$ cat src/rtl/set_clr_pulse_gen.sv
// set_clr_pulse_gen: two independent set/clear request channels.
// Each raw level is synchronized (2 flops), optionally debounced, and turned
// into a one-cycle pulse on every debounced 0->1 transition. A conflict pulse
// flags cycles where both channels pulse together; no priority is applied.
// Optional feature macro: SET_CLR_PULSE_GEN_DEBOUNCE_EN
//   defined   -> per-channel debounce counters (DEB_CYCLES, CNT_W used)
//   undefined -> stable level follows the second synchronizer flop directly
// Channel index 0 is set, channel index 1 is clear.
module set_clr_pulse_gen #(
  parameter int DEB_CYCLES = 4,
  parameter int CNT_W      = 8
) (
  input  logic clk,
  input  logic rst_n,
  input  logic set_raw,
  input  logic clr_raw,
  output logic set_pulse,
  output logic clr_pulse,
  output logic set_level,
  output logic clr_level,
  output logic conflict
);

  // Reject a debounce length the counter cannot represent.
  if (DEB_CYCLES < 1 || DEB_CYCLES > (2 ** CNT_W) - 1) begin : g_bad_deb_cycles
    $error("set_clr_pulse_gen: DEB_CYCLES out of range 1..2^CNT_W-1");
  end

  logic [1:0] r_s1;
  logic [1:0] r_s2;
  logic [1:0] r_level;
  logic [1:0] r_pulse;
  logic       r_conflict;

  logic [1:0] w_level_next;
  logic [1:0] w_pulse_next;

`ifdef SET_CLR_PULSE_GEN_DEBOUNCE_EN
  localparam logic [CNT_W-1:0] DEB_LAST = CNT_W'(DEB_CYCLES - 1);
  localparam logic [CNT_W-1:0] CNT_ONE  = CNT_W'(1);

  logic [CNT_W-1:0] r_cnt [2];
  logic [CNT_W-1:0] w_cnt_next [2];

  // Debounce: count consecutive cycles s2 differs from the stable level and
  // adopt s2 once the run reaches DEB_CYCLES; any agreeing cycle restarts it.
  always_comb begin
    w_level_next = r_level;
    w_pulse_next = 2'b00;
    for (int i = 0; i < 2; i++) begin
      w_cnt_next[i] = {CNT_W{1'b0}};
      if (r_s2[i] != r_level[i]) begin
        if (r_cnt[i] == DEB_LAST) begin
          w_level_next[i] = r_s2[i];
          w_pulse_next[i] = r_s2[i];
        end else begin
          w_cnt_next[i] = r_cnt[i] + CNT_ONE;
        end
      end else begin
        w_cnt_next[i] = {CNT_W{1'b0}};
      end
    end
  end

  // Debounce counter storage, cleared by reset so a partial count is dropped.
  always_ff @(posedge clk) begin
    if (!rst_n) begin
      r_cnt[0] <= {CNT_W{1'b0}};
      r_cnt[1] <= {CNT_W{1'b0}};
    end else begin
      r_cnt[0] <= w_cnt_next[0];
      r_cnt[1] <= w_cnt_next[1];
    end
  end
`else
  // No debounce: stable level tracks s2 every cycle, pulse on its rising edge.
  always_comb begin
    w_level_next = r_s2;
    w_pulse_next = r_s2 & ~r_level;
  end
`endif

  // Synchronizers, stable levels and registered pulse/conflict outputs.
  always_ff @(posedge clk) begin
    if (!rst_n) begin
      r_s1       <= 2'b00;
      r_s2       <= 2'b00;
      r_level    <= 2'b00;
      r_pulse    <= 2'b00;
      r_conflict <= 1'b0;
    end else begin
      r_s1       <= {clr_raw, set_raw};
      r_s2       <= r_s1;
      r_level    <= w_level_next;
      r_pulse    <= w_pulse_next;
      r_conflict <= w_pulse_next[0] & w_pulse_next[1];
    end
  end

  assign set_pulse = r_pulse[0];
  assign clr_pulse = r_pulse[1];
  assign set_level = r_level[0];
  assign clr_level = r_level[1];
  assign conflict  = r_conflict;

endmodule

$ cat config.mk
export PLATFORM = sky130hd
export DESIGN_NAME = set_clr_pulse_gen
export DESIGN_NICKNAME = d
export VERILOG_FILES = /design/src/rtl/set_clr_pulse_gen.sv
export SDC_FILE = /design/constraint.sdc
export NUM_CORES = 1
export LEC_CHECK = 0
export CORE_AREA = 4 4 41 43
export DETAILED_ROUTE_END_ITERATION = 10
export DIE_AREA = 0 0 45 47
export PLACE_DENSITY = 0.45
export SLEW_MARGIN = 30
export SYNTH_ARGS = -nofsm -noshare
export SYNTH_HDL_FRONTEND = slang
export SYNTH_SLANG_ARGS = --single-unit
$ cat constraint.sdc
create_clock -name clk -period 0.8 [get_ports clk]
set_input_delay 0.12 -clock clk [delete_from_list [all_inputs] [get_ports clk]]
set_output_delay 0.12 -clock clk [all_outputs]
set_load 0.05 [all_outputs]
==> flow_summary.ini, run 1 <==
[global_route]
grt_pass1_wl_microns = 483
grtUsageTotal_pct = 3.730
grt_use_met3_pct = 2.299
grt_remaining_overflow = 0
grt_busiest_layer = met4
met2_usage_pct = 4.520
grt_pass1_vias = 126
grt_max_degree = 8
use_met1_pct = 3.687
antenna_found_initial = 0

[critical_path]
r2r_setup_slack_ns = 0
path_depth = 1
end_kind = output port
criticalPathCategory = reg -> out
cpPeakStageDelay_ns = 0.35
crit_chain = buf_12
startpoint_type = register
ff2ff_path_depth = 2
crit_path_end = set_level
crit_start = r_level[0]
cp.required_ns = 0.68
worstReg2RegEnd = conflict
r2r-start = r_level[1]
cp.buffers_inverters = 1
crit_family = flip-flops
cp.arrival_ns = 0.75
crit_slowest_cell = dfxtp_4
crit_fanout = 2

[clock_network]
htreeDepth = 1
clock_path_buffers = 2
cts_tree = yes
worstSkewPairLatency_ns = 0.26
cts.sink_count = 9
path_clk_slew_ns = 0.06
cts_buffers = 3
root_buffer = clkbuf_4

[cells_and_area]
fillCellCount = 135
final_cell_mix = and2_2 (5), buf_12 (5), dfxtp_1 (4)
synthToLayoutAreaGrowth_pct = 82.44
seq_area_sq_um = 191.4
drive_gt1_share_pct = 70.59
nets = 39
instances_no_fill = 49
multi_input_area_sq_um = 72.57
insertedDiodeCount = 0

[place]
dp_cells = 43
io_buffers = 8
finalWeightedCongestion = 0.6172

[detailed_routing]
wl_per_cell_microns = 7.510
dr.pass1.iters = 4
drc = 0
vias = 171
wl_microns = 368
drtIter0Drc = 2
via_per_inst = 3.490
final_antenna_net_count = 0

[sta]
hold_viol = 0
slew_violations = 0
setup_violations = 6
post-route-worst-setup-slack_ns = -0.06786
period_minus_slack_ns = 0.8679
finalCritPeriodShare_pct = 108.5
worst_pin_slew_ns = 0.2163
rsz0062_at_grt = yes
slew_headroom_pct = 85.56
fin_skew_ns = 0.006903
fmax_mhz = 1152

[power]
power.density_mw_per_mm2 = 1895
power_uw = 886.9
leakagePower_uw = 0.0002083
vdd_ir_drop_max_uv = 606.1

[floorplanning]
initial_core_util_pct = 19.71
core_sq_mm = 0.001301
rows = 13
dieArea_sq_mm = 0.002115
io_pins = 9
die_w_microns = 45
die_y_microns = 47

[synthesis]
ys_ff_latch = 9
yosysUniqueCellTypes = 7
synthCells = 19
seq_area_frac_synth_pct = 70.24
syn-cell-area_sq_um = 256.5
syn_avg_cell_area_sq_um = 13.50
syn-num-nets = 23
ys_warn_count = 0

[outcome]
violations = negative setup slack
status = finished with violations

[worst_hold_path]
hold_class = in -> reg

[job]
cap_violations = 0
-- area by class of cell --
class / count / share of cell area, %
tap: 15 / 4.011
multi-input combinational: 9 / 15.51
clock buffer: 4 / 5.615
timing repair buffer: 11 / 33.16
inverter: 1 / 0.8021
sequential: 9 / 40.91
-- power by group --
group,leakage [uW],internal (uW),switching (uW),total [uW]
registers,0.0000766,459,7.80,467
logic,0.000117,47.7,32.0,79.7
clock network,0.0000150,192,149,340
total,0.000208,698,188,887
-- per-stage QoR --
stage                     setup slack, ns  util [%]  TNS (ns)  area, sq um  hold WS, ns
after floorplan                  -0.02950         -  -0.02950        259.0       0.2340
after detailed placement          -0.2726     31.92    -1.782        415.4       0.4320
after CTS                        -0.07692     35.77   -0.3266        465.4       0.4466
after global routing             -0.08316     35.96   -0.3899        467.9       0.2494
after global placement            -0.2377     31.92    -1.498        415.4       0.4341
final                            -0.06786     35.96   -0.2507        467.9       0.2150
-- worst register-to-register path, cell delays in order (launching register included) --
cell and delay, ns:
dfxtp_4 0.35, buf_4 0.13, nor4b_2 0.24
-- routing by layer --
metal  vias up  part of all wire, %  routed length (microns)
met4         0                    0                        0
met5         -                    0                        0
met1        74                   45                      165
met2         9                   39                      145
met3         0                   15                       57
li1         88                    -                        -
-- synth_stat cells --
cell type / instances / area (sq um)
and3b_2: 1 / 10.01
and2_2: 5 / 37.54
nand2_2: 1 / 6.260
inv_1: 1 / 3.750
dfxtp_1: 9 / 180.2
nor4b_2: 1 / 15.01
nor2_1: 1 / 3.750
-- flip-flops by register name, summed over array words and instances, names as in the netlist --
register and flops:
r_level 2, conflict 1, r_pulse 2, r_s2 2, r_s1 2
-- worst min path at each step --
stage                  from          to  slack [ns]  cells past startpoint
floorplan             rst_n  r_level[1]        0.23                      2
global placement    r_s1[0]     r_s2[0]        0.43                      1
detailed placement  r_s1[0]     r_s2[0]        0.43                      1
CTS                 r_s1[0]     r_s2[0]        0.45                      1
global route          rst_n    conflict        0.25                      3
finish                rst_n    conflict        0.22                      3
-- cell families after synthesis --
logic type | synth area share (%)
buffers and inverters | 1.462
AND/OR/NAND/NOR | 28.29
flip-flops | 70.24
-- timing repair --
action,CTS,global route
pin swaps,1,0
setup endpoints to repair,5,8
gates resized for setup,5,1
hold buffers,0,0
setup buffers,2,0
Power figures use the tool's default switching activity.
==> inputs of run 2 (changes only) <==
--- a/config.mk
+++ b/config.mk
@@ -5,6 +5,7 @@
 export SDC_FILE = /design/constraint.sdc
 export NUM_CORES = 1
 export LEC_CHECK = 0
+export ABC_CLOCK_PERIOD_IN_PS = 800
 export CORE_AREA = 4 4 41 43
 export DETAILED_ROUTE_END_ITERATION = 10
 export DIE_AREA = 0 0 45 47
==> results of run 2 <==
Same layout as run 1: the final DEF is identical, and so are final timing and power.
